[config.mk]
export PLATFORM = sky130hd
export DESIGN_NAME = post_adder_acc_stage_flat
export DESIGN_NICKNAME = d
export VERILOG_FILES = /design/src/rtl/dsp48a1_pkg.sv /design/src/rtl/post_adder_acc_stage_if.sv /design/src/rtl/dsp48a1_addsub.sv /design/src/rtl/reg_mux.sv /design/src/rtl/post_adder_acc_stage.sv /design/src/flat_wrapper.sv
export SDC_FILE = /design/constraint.sdc
export NUM_CORES = 1
export LEC_CHECK = 0
export CORE_ASPECT_RATIO = 0.7
export CORE_MARGIN = 2
export CORE_UTILIZATION = 45
export CTS_CLUSTER_DIAMETER = 120
export CTS_CLUSTER_SIZE = 8
export DETAILED_ROUTE_END_ITERATION = 8
export PLACE_DENSITY = 0.8
export SLEW_MARGIN = 10
export SYNTH_ARGS = -nofsm -noshare
export SYNTH_HDL_FRONTEND = slang
export SYNTH_HIERARCHICAL = 1
export SYNTH_SLANG_ARGS = --single-unit
[constraint.sdc]
create_clock -name CLK -period 7.55 [get_ports CLK]
set_clock_uncertainty 0.1 [all_clocks]
set_input_delay 1.51 -clock CLK [delete_from_list [all_inputs] [get_ports CLK]]
set_output_delay 1.51 -clock CLK [all_outputs]
set_load 0.1 [all_outputs]
[src/rtl/dsp48a1_pkg.sv]
// dsp48a1_pkg: shared operand-select encodings and OPMODE layout for the DSP48A1 slice
package dsp48a1_pkg;
    typedef enum logic [1:0] {X_ZERO, X_M, X_P, X_DAB} xsel_e;
    typedef enum logic [1:0] {Z_ZERO, Z_PCIN, Z_P, Z_C} zsel_e;
    localparam int OP_X = 0;
    localparam int OP_Z = 2;
    localparam int OP_CIN = 5;
    localparam int OP_SUB = 7;
    localparam logic [55:0] CIN_OPMODE5 = "OPMODE5";
    localparam logic [55:0] CIN_CARRYIN = "CARRYIN";
endpackage

[src/rtl/post_adder_acc_stage_if.sv]
// post_adder_acc_stage_if: operand/result bundle of the post-adder stage
interface post_adder_acc_stage_if #(parameter int WIDTH = 48);
    logic CEP, CECARRYIN, CARRYIN, CARRYOUT, CARRYOUTF;
    logic [7:0] OPMODE;
    logic [35:0] M;
    logic [WIDTH-1:0] DAB, C, PCIN, P, PCOUT;
    modport master (
        output CEP, CECARRYIN, OPMODE, M, DAB, C, PCIN, CARRYIN,
        input P, PCOUT, CARRYOUT, CARRYOUTF
    );
    modport slave (
        input CEP, CECARRYIN, OPMODE, M, DAB, C, PCIN, CARRYIN,
        output P, PCOUT, CARRYOUT, CARRYOUTF
    );
endinterface

[src/rtl/dsp48a1_addsub.sv]
// dsp48a1_addsub: Z +/- (X + cin) in WIDTH_2+1 bits; top bit is carry on add, borrow on subtract
module dsp48a1_addsub #(
    parameter int WIDTH_2 = 48,
    parameter logic [15:0] FULLADDER = "ON"
) (
    input  logic [WIDTH_2-1:0] x_i,
    input  logic [WIDTH_2-1:0] z_i,
    input  logic               cin_i,
    input  logic               sub_i,
    output logic [WIDTH_2-1:0] s_o,
    output logic               co_o
);
    logic [WIDTH_2:0] xc, r;
    assign xc = {1'b0, x_i} + {{WIDTH_2{1'b0}}, FULLADDER == "ON" ? cin_i : 1'b0};
    assign r = sub_i ? {1'b0, z_i} - xc : {1'b0, z_i} + xc;
    assign {co_o, s_o} = r;
endmodule

[src/rtl/reg_mux.sv]
// reg_mux: optional register with clock enable and sync reset, a plain wire when REG=0
module reg_mux #(
    parameter int W = 1,
    parameter int REG = 1
) (
    input  logic         clk_i,
    input  logic         rst_i,
    input  logic         ce_i,
    input  logic [W-1:0] d_i,
    output logic [W-1:0] q_o
);
    if (REG != 0) begin : g_reg
        logic [W-1:0] q_q;
        always_ff @(posedge clk_i)
            if (rst_i) q_q <= '0;
            else if (ce_i) q_q <= d_i;
        assign q_o = q_q;
    end else begin : g_byp
        logic unused_ctl;
        assign unused_ctl = ^{clk_i, rst_i, ce_i};
        assign q_o = d_i;
    end
endmodule

[src/rtl/post_adder_acc_stage.sv]
// post_adder_acc_stage: X/Z operand select, carry-in, post-adder and P/CARRYOUT registers
// with P fed back into both muxes for accumulation.
module post_adder_acc_stage
    import dsp48a1_pkg::*;
#(
    parameter int PREG = 1,
    parameter int CARRYINREG = 1,
    parameter int CARRYOUTREG = 1,
    parameter logic [55:0] CARRYINSEL = CIN_OPMODE5,
    parameter int WIDTH = 48
) (
    input logic CLK,
    input logic RST,
    post_adder_acc_stage_if.slave bus
);
    xsel_e x_sel;
    zsel_e z_sel;
    logic [WIDTH-1:0] p_d, p_q, p_fb, x, z;
    logic cin_d, cin, cyo_d, cyo_q, unused;
    assign x_sel = xsel_e'(bus.OPMODE[OP_X +: 2]);
    assign z_sel = zsel_e'(bus.OPMODE[OP_Z +: 2]);
    assign cin_d = CARRYINSEL == CIN_CARRYIN ? bus.CARRYIN : bus.OPMODE[OP_CIN];
    assign unused = ^{bus.OPMODE[6], bus.OPMODE[4], bus.CARRYIN};
    // without a P register the feedback selects read 0 so no combinational loop forms
    assign p_fb = PREG != 0 ? p_q : '0;
    assign x = x_sel == X_ZERO ? '0 : x_sel == X_M ? WIDTH'(bus.M) : x_sel == X_P ? p_fb : bus.DAB;
    assign z = z_sel == Z_ZERO ? '0 : z_sel == Z_PCIN ? bus.PCIN : z_sel == Z_P ? p_fb : bus.C;
    reg_mux #(.W(1), .REG(CARRYINREG)) u_cyi (
        .clk_i(CLK), .rst_i(RST), .ce_i(bus.CECARRYIN), .d_i(cin_d), .q_o(cin)
    );
    dsp48a1_addsub #(.WIDTH_2(WIDTH), .FULLADDER("ON")) u_addsub (
        .x_i(x), .z_i(z), .cin_i(cin), .sub_i(bus.OPMODE[OP_SUB]), .s_o(p_d), .co_o(cyo_d)
    );
    reg_mux #(.W(WIDTH), .REG(PREG)) u_p (
        .clk_i(CLK), .rst_i(RST), .ce_i(bus.CEP), .d_i(p_d), .q_o(p_q)
    );
    reg_mux #(.W(1), .REG(CARRYOUTREG)) u_cyo (
        .clk_i(CLK), .rst_i(RST), .ce_i(bus.CECARRYIN), .d_i(cyo_d), .q_o(cyo_q)
    );
    assign bus.P = p_q;
    assign bus.PCOUT = p_q;
    assign bus.CARRYOUT = cyo_q;
    assign bus.CARRYOUTF = cyo_q;
    if (PREG == 0) begin : g_fb_chk
        always_ff @(posedge CLK)
            assert (RST || (x_sel != X_P && z_sel != Z_P))
            else $warning("P feedback selected while PREG=0; operand reads as 0");
    end
endmodule
[src/flat_wrapper.sv]
// flat-port wrapper written by rule: the top's interface ports become plain ports
module post_adder_acc_stage_flat import dsp48a1_pkg::*;
#(
    parameter int PREG = 1,
    parameter int CARRYINREG = 1,
    parameter int CARRYOUTREG = 1,
    parameter logic [55:0] CARRYINSEL = CIN_OPMODE5,
    parameter int WIDTH = 48
)
  (CLK, RST, bus_CEP, bus_CECARRYIN, bus_OPMODE, bus_M, bus_DAB, bus_C, bus_PCIN, bus_CARRYIN, bus_P, bus_PCOUT, bus_CARRYOUT, bus_CARRYOUTF);
  post_adder_acc_stage_if #(.WIDTH(WIDTH)) bus_i ();
  input logic CLK;
  input logic RST;
  input wire logic [$bits(bus_i.CEP)-1:0] bus_CEP;
  input wire logic [$bits(bus_i.CECARRYIN)-1:0] bus_CECARRYIN;
  input wire logic [$bits(bus_i.OPMODE)-1:0] bus_OPMODE;
  input wire logic [$bits(bus_i.M)-1:0] bus_M;
  input wire logic [$bits(bus_i.DAB)-1:0] bus_DAB;
  input wire logic [$bits(bus_i.C)-1:0] bus_C;
  input wire logic [$bits(bus_i.PCIN)-1:0] bus_PCIN;
  input wire logic [$bits(bus_i.CARRYIN)-1:0] bus_CARRYIN;
  output wire logic [$bits(bus_i.P)-1:0] bus_P;
  output wire logic [$bits(bus_i.PCOUT)-1:0] bus_PCOUT;
  output wire logic [$bits(bus_i.CARRYOUT)-1:0] bus_CARRYOUT;
  output wire logic [$bits(bus_i.CARRYOUTF)-1:0] bus_CARRYOUTF;
  assign bus_i.CEP = bus_CEP;
  assign bus_i.CECARRYIN = bus_CECARRYIN;
  assign bus_i.OPMODE = bus_OPMODE;
  assign bus_i.M = bus_M;
  assign bus_i.DAB = bus_DAB;
  assign bus_i.C = bus_C;
  assign bus_i.PCIN = bus_PCIN;
  assign bus_i.CARRYIN = bus_CARRYIN;
  assign bus_P = bus_i.P;
  assign bus_PCOUT = bus_i.PCOUT;
  assign bus_CARRYOUT = bus_i.CARRYOUT;
  assign bus_CARRYOUTF = bus_i.CARRYOUTF;
  post_adder_acc_stage #(.PREG(PREG), .CARRYINREG(CARRYINREG), .CARRYOUTREG(CARRYOUTREG), .CARRYINSEL(CARRYINSEL), .WIDTH(WIDTH)) u_core (.CLK(CLK), .RST(RST), .bus(bus_i));
endmodule
## Word level (Yosys, flattened, before mapping)

Cells that the tools add are included.

- Add/subtract/negate cells: 3
- Eq/ne operators: 4
- Muxes and demuxes: 7
- Reductions and logical operators: 2

Operators by type and width:

| kind | count |
|---|---|
| 48-bit two-way mux | 6 |
| 48-bit by 1-bit adder with 49-bit output | 1 |
| 48-bit by 49-bit adder with 49-bit output | 1 |
| 49-bit two-way mux | 1 |
| 48-bit by 49-bit subtractor with 49-bit output | 1 |
| 2-bit by 1-bit equality test with 1-bit output (second input constant) | 2 |
| 2-bit equality test (second input constant) | 2 |
| 2-bit logical NOT | 2 |

- Bits in registers: 50
- Bits of input ports: 193
- Output and inout bits: 98
- Logic and storage cells: 19

## Logic depth before layout (Yosys ltp)

Gate-level depths: netlist of run 1.

- Depth after elaboration: 7
- Mapped depth: 30
- Depth with buffers taken out: 25

## By module

The synthesis of run 1 kept the hierarchy.

Modules (own cells, without submodules):

| module | times used | cells an instance | area an instance (µm²) | seq. area each (µm²) |
|---|---|---|---|---|
| dsp48a1_addsub | 1 | 839 | 5680.4 | 0.0 |
| post_adder_acc_stage | 1 | 272 | 2456.1 | 0.0 |
| reg_mux (u_core.u_p) | 1 | 155 | 1729.2 | 960.9 |
| reg_mux (u_core.u_cyi ...) | 2 | 3 | 33.8 | 20.0 |

## Worst setup path before layout of run 1

OpenSTA, ideal clock, no wires.

- Path type: input to register
- Start point: input bus_OPMODE[0]
- End point: register u_core.u_p.g_reg.q_q[47], in the netlist u_core/u_p/q_o[47]
- Library setup time: 0.068 ns
- Arrival time: 7.111 ns
- Data required time: 7.382 ns
- Slack: 0.271 ns
- Stages on the path: 27
- Path buffers: 4
- Cells stage by stage: buf_6 mux2_2 a22o_1 ha_1 ha_1 buf_4 or3_1 o31ai_1 and2_1 nor4b_1 and2_1 clkbuf_1 a31oi_1 a21oi_1 xnor2_1 ha_1 clkbuf_1 nand4_1 or2_2 a2111oi_0 o22ai_1 o31ai_1 a41oi_1 a2111o_1 o211ai_1 mux2i_1 nor2_1

- Longest elaborated chain between the ends: 7
- Elaborated cells on any way between the ends: 10
- Classes of those cells: 3 x add/sub; 2 x eq/ne; 4 x mux; 1 x reduce/logical

Ends and longest elaborated chain:

| element | line | RTL |
|---|---|---|
| start, declared | flat_wrapper.sv:16 | `input wire logic [$bits(bus_i.OPMODE)-1:0] bus_OPMODE;` |
| 2-bit equality test | post_adder_acc_stage.sv:26 | `assign x = x_sel == X_ZERO ? '0 : x_sel == X_M ? WIDTH'(bus.M) : x_sel == X_P ? p_fb : bus.DAB;` |
| 48-bit two-way mux (2 in series) | post_adder_acc_stage.sv:26 |  |
| 48-bit two-way mux * | post_adder_acc_stage.sv:26 |  |
| via u_core.x[0] | post_adder_acc_stage.sv:18 | `logic [WIDTH-1:0] p_d, p_q, p_fb, x, z;` |
| 48-bit by 1-bit adder with 49-bit output * | dsp48a1_addsub.sv:14 | `assign xc = {1'b0, x_i} + {{WIDTH_2{1'b0}}, FULLADDER == "ON" ? cin_i : 1'b0};` |
| 48-bit by 49-bit adder with 49-bit output / 48-bit by 49-bit subtractor with 49-bit output (equally long branches) | dsp48a1_addsub.sv:15 | `assign r = sub_i ? {1'b0, z_i} - xc : {1'b0, z_i} + xc;` |
| 49-bit two-way mux * | dsp48a1_addsub.sv:15 |  |
| via u_core.p_d[47] | post_adder_acc_stage.sv:18 |  |
| end signal, assigned | reg_mux.sv:16 | `else if (ce_i) q_q <= d_i;` |
| end, declared | reg_mux.sv:13 | `logic [W-1:0] q_q;` |

Mark *: on every way through the listed nets, which the timed path passes. The rest lies on a longest branch.
A chain may end at the register's enable or synchronous reset.

## Final worst setup path of run 1

- Start point: input bus_OPMODE[0]
- End point: register u_core.u_p.g_reg.q_q[45], in the netlist u_core/u_p/q_o[45]

Same word-level chain as after synthesis.

==> results.md, run 1 <==
* Outcome: completed
* Pwr dens at 234.5 mW/mm²
* Worst Path Arrival at 7.36 ns
* Final setup viols at 0
* Final nets at 1865
* R2R Path End: u_core/u_p/q_o[45]
* Gpl congestion at 0.9704
* Clock-pin slew on the worst setup and hold paths at 0.08 ns
* Detailed Routing Iterations Pass 1 at 5
* Fin area at 0.01400 mm²
* Largest net degree at the start of global routing at 51
* Drt wl/cell at 18.43 µm
* Share of cells above drive strength 1 at 20.68%
* Clk buf depth at 2
* Vias/cell at 5.864
* ANT cells at 0
* RSZ-0062 raised after global routing: true
* DP Worst Slack at -0.4481 ns
* Number of distinct library cells after synthesis at 78
* Post-route DRC at 0
* Mapped Area at 0.009933 mm²
* Die height at 128.3 µm
* Beginning of the worst hold path: u_core/u_cyo/q_o
* Max Clk Rate at 136.9 MHz
* Sink of the worst hold path: u_core/u_cyo/q_o
* WL final at 35.06 mm
* Hold Vio Cnt, Final at 0
* Cells on Worst Hold Path at 2
* Initial antenna violation count at 0
* Via Count at 11150
* CTS tree: done
* Synth Warn # at 6
* Die W at 181.6 µm
* FFs w/ async S/R, synth at 0%
* Worst-Margin Slew at 1.073 ns
* # fillers at 1894
* Placed Area at 0.01370 mm²
* Reg2Reg Depth at 26
* First-pass GRT wire length at 55.41 mm
* Cell Rows at 45
* IO buf count at 287
* Sequential area share after synthesis at 10.08%
* Setup WS post-layout at 0.2449 ns
* Vias in the first global route at 10650
* Total CTS buffers at 5
* IO Pins at 291
* DP HPWL at 28.30 mm
* Syn_area_per_cell at 7.809 µm²
* CTS root buffer: clkbuf_16
* Final Power at 3.283 mW
* #FFs+latches synth at 50
* VDD IR max at 0.2246 mV
* Die area at 0.02330 mm²
* Ys flop type: dfxtp_1
* Clock Sinks at 50
* Period utilization at 96.76%
* Critical Path RT at 7.61 ns
* Worst-path maximum fanout at 8
* WS Path Type: input pin to flip-flop
* Max Cap Violations at 0
* Initial Util at 45.82%
* Clk Latency, worst-skew pair at 0.31 ns
* Register area at 0.001001 mm²
* Worst setup EP type: flip-flop
* Reg2Reg Setup Slack at 1.46 ns
* Syn Inst Count at 1272
* Fin crit period at 7.305 ns
* Area Overhead vs Synth at 40.92%
* Post-synth EDFFs at 0
* Global Route Usage Sum at 29.17%
* Startpoint Class: input pin
* Slew HR at 28.44%
* Antenna Nets Post-Route at 0
* Static Leak at 6.045 nW
* Mapped Nets at 1518
* Area taken by multi-input logic gates at 0.008148 mm²
* Max-slew violations at 0
* H-tree depth at 2
* Worst r2r src: u_core/u_p/q_o[0]
* Gr ovfl total at 0
* Hold crit path type: flip-flop to flip-flop
* Core area at 0.02168 mm²
* Initial DRC Count at 986
-- synthesized netlist by cell type, types with 7 or more instances --
master    count  area share, %
xor2_1       51            4.5
inv_1        23           0.87
nor3_1       23            1.2
o211ai_1      8           0.60
nor2b_1      23            1.4
mux2_2       72            8.2
a22o_1       84            7.4
a21o_1       36            2.7
dfxtp_1      50             10
ha_1         52            6.5
and3_1       29            1.8
buf_4        56            4.2
a21oi_1      80            4.0
clkbuf_1     37            1.4
nor2_1       94            3.6
o21bai_1      8           0.60
o21ai_0      29            1.5
xnor2_1      84            7.4
nand4_1      29            1.8
nor4_1       16            1.0
mux2i_1      70            7.1
mux2_4        8            1.2
nand2_1      73            2.8
and2_1        9           0.57
nand3_1      38            1.9
or3_1         9           0.57
a31oi_1      23            1.4
buf_2        28            1.4
o31ai_1       7           0.53
-- flip-flops by register name, indices dropped and copies added, names as in the netlist --
register,count
u_core/u_cyi/q_o,1
u_core/u_p/q_o,48
u_core/u_cyo/q_o,1
-- placed cells by master, fill, tap and decap left out, drive strengths merged, types with 24 or more instances in the layout --
master,netlist,routed
xnor2,84,84
dfxtp,50,50
a22o,84,84
mux2,86,86
ha,52,52
mux2i,70,70
nor3,24,24
xor2,51,51
and3,30,30
a21oi,82,82
buf,97,193
o21ai,29,29
nor2,94,94
nand3,39,39
nand4,31,31
nand2,73,73
a21o,36,36
clkdlybuf4s50,0,281
-- routing by layer --
layer	routed length, µm	vias to the layer above	track usage (%)	share of wire, %
met5	0	-	0	0
met4	341	0	4.735	0.97
met3	2723	23	4.460	7.8
met2	15290	463	47.28	44
met1	16710	5277	41.61	48
li1	-	5391	-	-
-- timing repair --
action	4_1_cts	5_1_grt
setup buffers	0	1
setup endpoints to repair	3	16
hold endpoints to repair	0	0
gates resized for setup	3	30
hold buffers	0	0
pin swaps	0	5
-- worst max path at each step --
stage,slack (ns),start,endpoint
global placement,-0.40,bus_DAB[0],u_core/u_p/q_o[45]
finish,0.24,bus_OPMODE[0],u_core/u_p/q_o[45]
floorplan,0.27,bus_OPMODE[0],u_core/u_p/q_o[47]
CTS,0.04,bus_DAB[0],u_core/u_p/q_o[45]
detailed placement,-0.45,bus_DAB[0],u_core/u_p/q_o[45]
global route,-0.09,bus_DAB[0],u_core/u_p/q_o[45]
-- logic make-up (layout without fill, tap and decap cells) --
group | Yosys count | in the layout | synth area share (%)
and+or+nand+nor | 388 | 388 | 21.05
AOI/OAI and AO/OA | 332 | 332 | 23.73
buffers and inverters | 158 | 506 | 9.384
muxes | 156 | 156 | 17.11
xor gates and xnor gates | 135 | 135 | 11.90
adders and majority gates | 53 | 53 | 6.751
DFF | 50 | 50 | 10.08
-- worst max-delay path: stages --
cell	delay, ns
buf_2	0.19
nor2b_2	0.27
buf_4	0.20
a22o_1	0.36
buf_4	0.19
nand4_4	0.07
or4_4	0.52
o31a_1	0.35
nor4_4	0.33
nand4_1	0.22
and4bb_2	0.40
buf_4	0.18
and4_4	0.23
nor2_1	0.05
xnor2_1	0.21
ha_1	0.28
and3_1	0.19
nand2_1	0.11
nor2_1	0.05
a211oi_1	0.31
o31ai_2	0.14
buf_4	0.17
a41oi_4	0.28
a311o_1	0.22
xnor2_1	0.08
mux2i_1	0.15
nor2_1	0.06
-- area by class of cell --
| type | instances | share of cell area [%] |
|---|---|---|
| multi-input cells | 1064 | 58.21 |
| repair buffers | 474 | 30.43 |
| flip-flops and latches | 50 | 7.151 |
| well taps | 282 | 2.521 |
| clock buffers | 7 | 1.019 |
| inverters | 24 | 0.6435 |
| clock inverters | 1 | 0.03575 |
-- stage by stage --
step	TNS [ns]	utilization (%)	cells	hold slack (ns)
2_1_floorplan	0	-	1272	0.3912
3_3_place_gp	-1.112	63.20	1893	0.4175
3_5_place_dp	-1.640	63.20	1893	0.4403
4_1_cts	0	63.94	1901	0.4509
5_1_grt	-0.1967	64.58	1902	0.4811
6_report	0	64.58	1902	0.4469
-- power breakdown --
part / internal [mW] / switching, mW
combinational: 0.931 / 1.69
clock: 0.132 / 0.121
sequential: 0.326 / 0.0864
total: 1.39 / 1.89
No activity file was read; power rests on OpenSTA's default activity.
==> run 2: changes to the inputs <==
CTS_CLUSTER_SIZE = 20   (was 8)
clock period = 6.19 ns   (was 7.55 ns; I/O delays follow)
==> results.md, run 2 (synthesis gave the netlist of run 1 again) <==
* Die area at 0.02330 mm²
* Critical Path RT at 6.25 ns
* Static Leak at 7.383 nW
* DP HPWL at 30.28 mm
* Global Route Usage Sum at 32.90%
* Die W at 181.6 µm
* Setup WS post-layout at -0.6351 ns
* Hold slack final at 0.4475 ns
* H-tree depth at 2
* Initial Util at 45.82%
* Slew HR at 25.30%
* Total CTS buffers at 5
* Pwr dens at 276.8 mW/mm²
* Initial DRC Count at 1243
* Period utilization at 110.3%
* Commonest non-fill, non-tap cells in the layout: buf_4 (373), clkdlybuf4s50_1 (279), nor2_1 (89)
* Core area at 0.02168 mm²
* Clock Sinks at 50
* Vias in the first global route at 11950
* Clk Latency, worst-skew pair at 0.31 ns
* Worst Path Arrival at 6.89 ns
* IO Pins at 291
* Die height at 128.3 µm
* Hold Vio Cnt, Final at 0
* Final setup viols at 18
* Post-route DRC at 0
* # hold bufs at CTS at 0
* Via Count at 12450
* CTS tree: done
* CTS root buffer: clkbuf_16
* IO buf count at 287
* VDD IR max at 0.3010 mV
* Clock-pin slew on the worst setup and hold paths at 0.08 ns
* Max-slew violations at 0
* Max incr delay on CP at 0.52 ns
* Vias/cell at 5.879
* Antenna Nets Post-Route at 0
* Final nets at 2080
* Drt wl/cell at 19.18 µm
* Cell Rows at 45
* Commonest non-fill, non-tap cell in the layout: buf_4
* TNS Setup at -6.375 ns
* Max Cap Violations at 0
* Failing checks: setup timing
* WL final at 40.61 mm
* Share of cells above drive strength 1 at 34.88%
* Worst path most repeated cell: buf_4
* Worst-Margin Slew at 1.120 ns
* Hold crit path type: flip-flop to flip-flop
* Area Overhead vs Synth at 65.76%
* Max reg flops at 48
* Initial antenna violation count at 0
* First-pass GRT wire length at 62.15 mm
* Detailed Routing Iterations Pass 1 at 8
* Worst-path maximum fanout at 6
* WS Path Type: input pin to flip-flop
* ANT cells at 0
* Gr ovfl total at 0
* DP Worst Slack at -0.9195 ns
* Gpl congestion at 0.9854
* Critical-path top delay cell: a21oi_1
* Worst setup EP type: flip-flop
* Clk buf depth at 2
* Largest net degree at the start of global routing at 51
* Fin crit period at 6.825 ns
* Post-Route Utilization at 75.96%
* Max Clk Rate at 146.5 MHz
* Outcome: finished with violations
* RSZ-0062 raised after global routing: true
* Startpoint Class: input pin
## run 2: cell types whose count changed in the layout (fill, tap and decap cells not counted), sizes merged
cell / delta
buf: +214
clkinv: -1
clkdlybuf4s50: -2
clkbuf: +1
bufbuf: +1
dlygate4sd2: +2
## run 2: metrics by stage
step                      cells  power (mW)  instance area (µm²)
after global routing       2117       4.751                16470
after detailed placement   2050       3.875                15060
after floorplan            1272       2.879                10120
after global placement     2050       3.818                15060
after CTS                  2112       4.417                16180
final                      2117       4.558                16470
## run 2: metal layers
metal  vias up  GRT usage, %  share of wire [%]
met3        98         5.909                8.8
met2       621         54.32                 44
li1       5817             -                  -
met1      5909         44.99                 45
met4         0         7.174                2.4
met5         -             0                  0
## run 2: path summary, 6_finish.rpt
path	slack, ns	start	cells past startpoint	end
worst min-delay path	0.45	u_core/u_cyo/q_o	2	u_core/u_cyo/q_o
worst max register to register	0.20	u_core/u_p/q_o[0]	28	u_core/u_p/q_o[41]
worst min register to register	0.45	u_core/u_cyo/q_o	2	u_core/u_cyo/q_o
worst max-delay path	-0.64	bus_OPMODE[0]	30	u_core/u_p/q_o[41]
## run 2: repair_timing
item	4_1_cts	5_1_grt
gates cloned	1	0
setup buffers	54	14
gates resized for setup	113	54
pin swaps	102	76
endpoints found under the setup margin	19	24
endpoints found under the hold margin	0	0
## run 2: cell type report
cell class                 count  area (µm²)
inverter                      24       90.09
tap                          282       352.8
clock buffer                   8       166.4
timing repair buffer         689        6033
fill                        1450        5211
multi-input combinational   1064        8822
sequential                    50        1001
## run 2: worst max-delay path: cells and delay by family
kind,cells,cell delay [ns]
compound gates,11,2.00
mux,2,0.44
fa+ha+maj,3,0.67
simple gates,6,1.36
buf+inv,6,0.84
xor+xnor,2,0.32
## run 2: power by group
group / internal [mW] / switching, mW / total, mW
sequential: 0.398 / 0.103 / 0.501
combinational: 1.46 / 2.26 / 3.72
clock: 0.184 / 0.152 / 0.337
total: 2.04 / 2.52 / 4.56
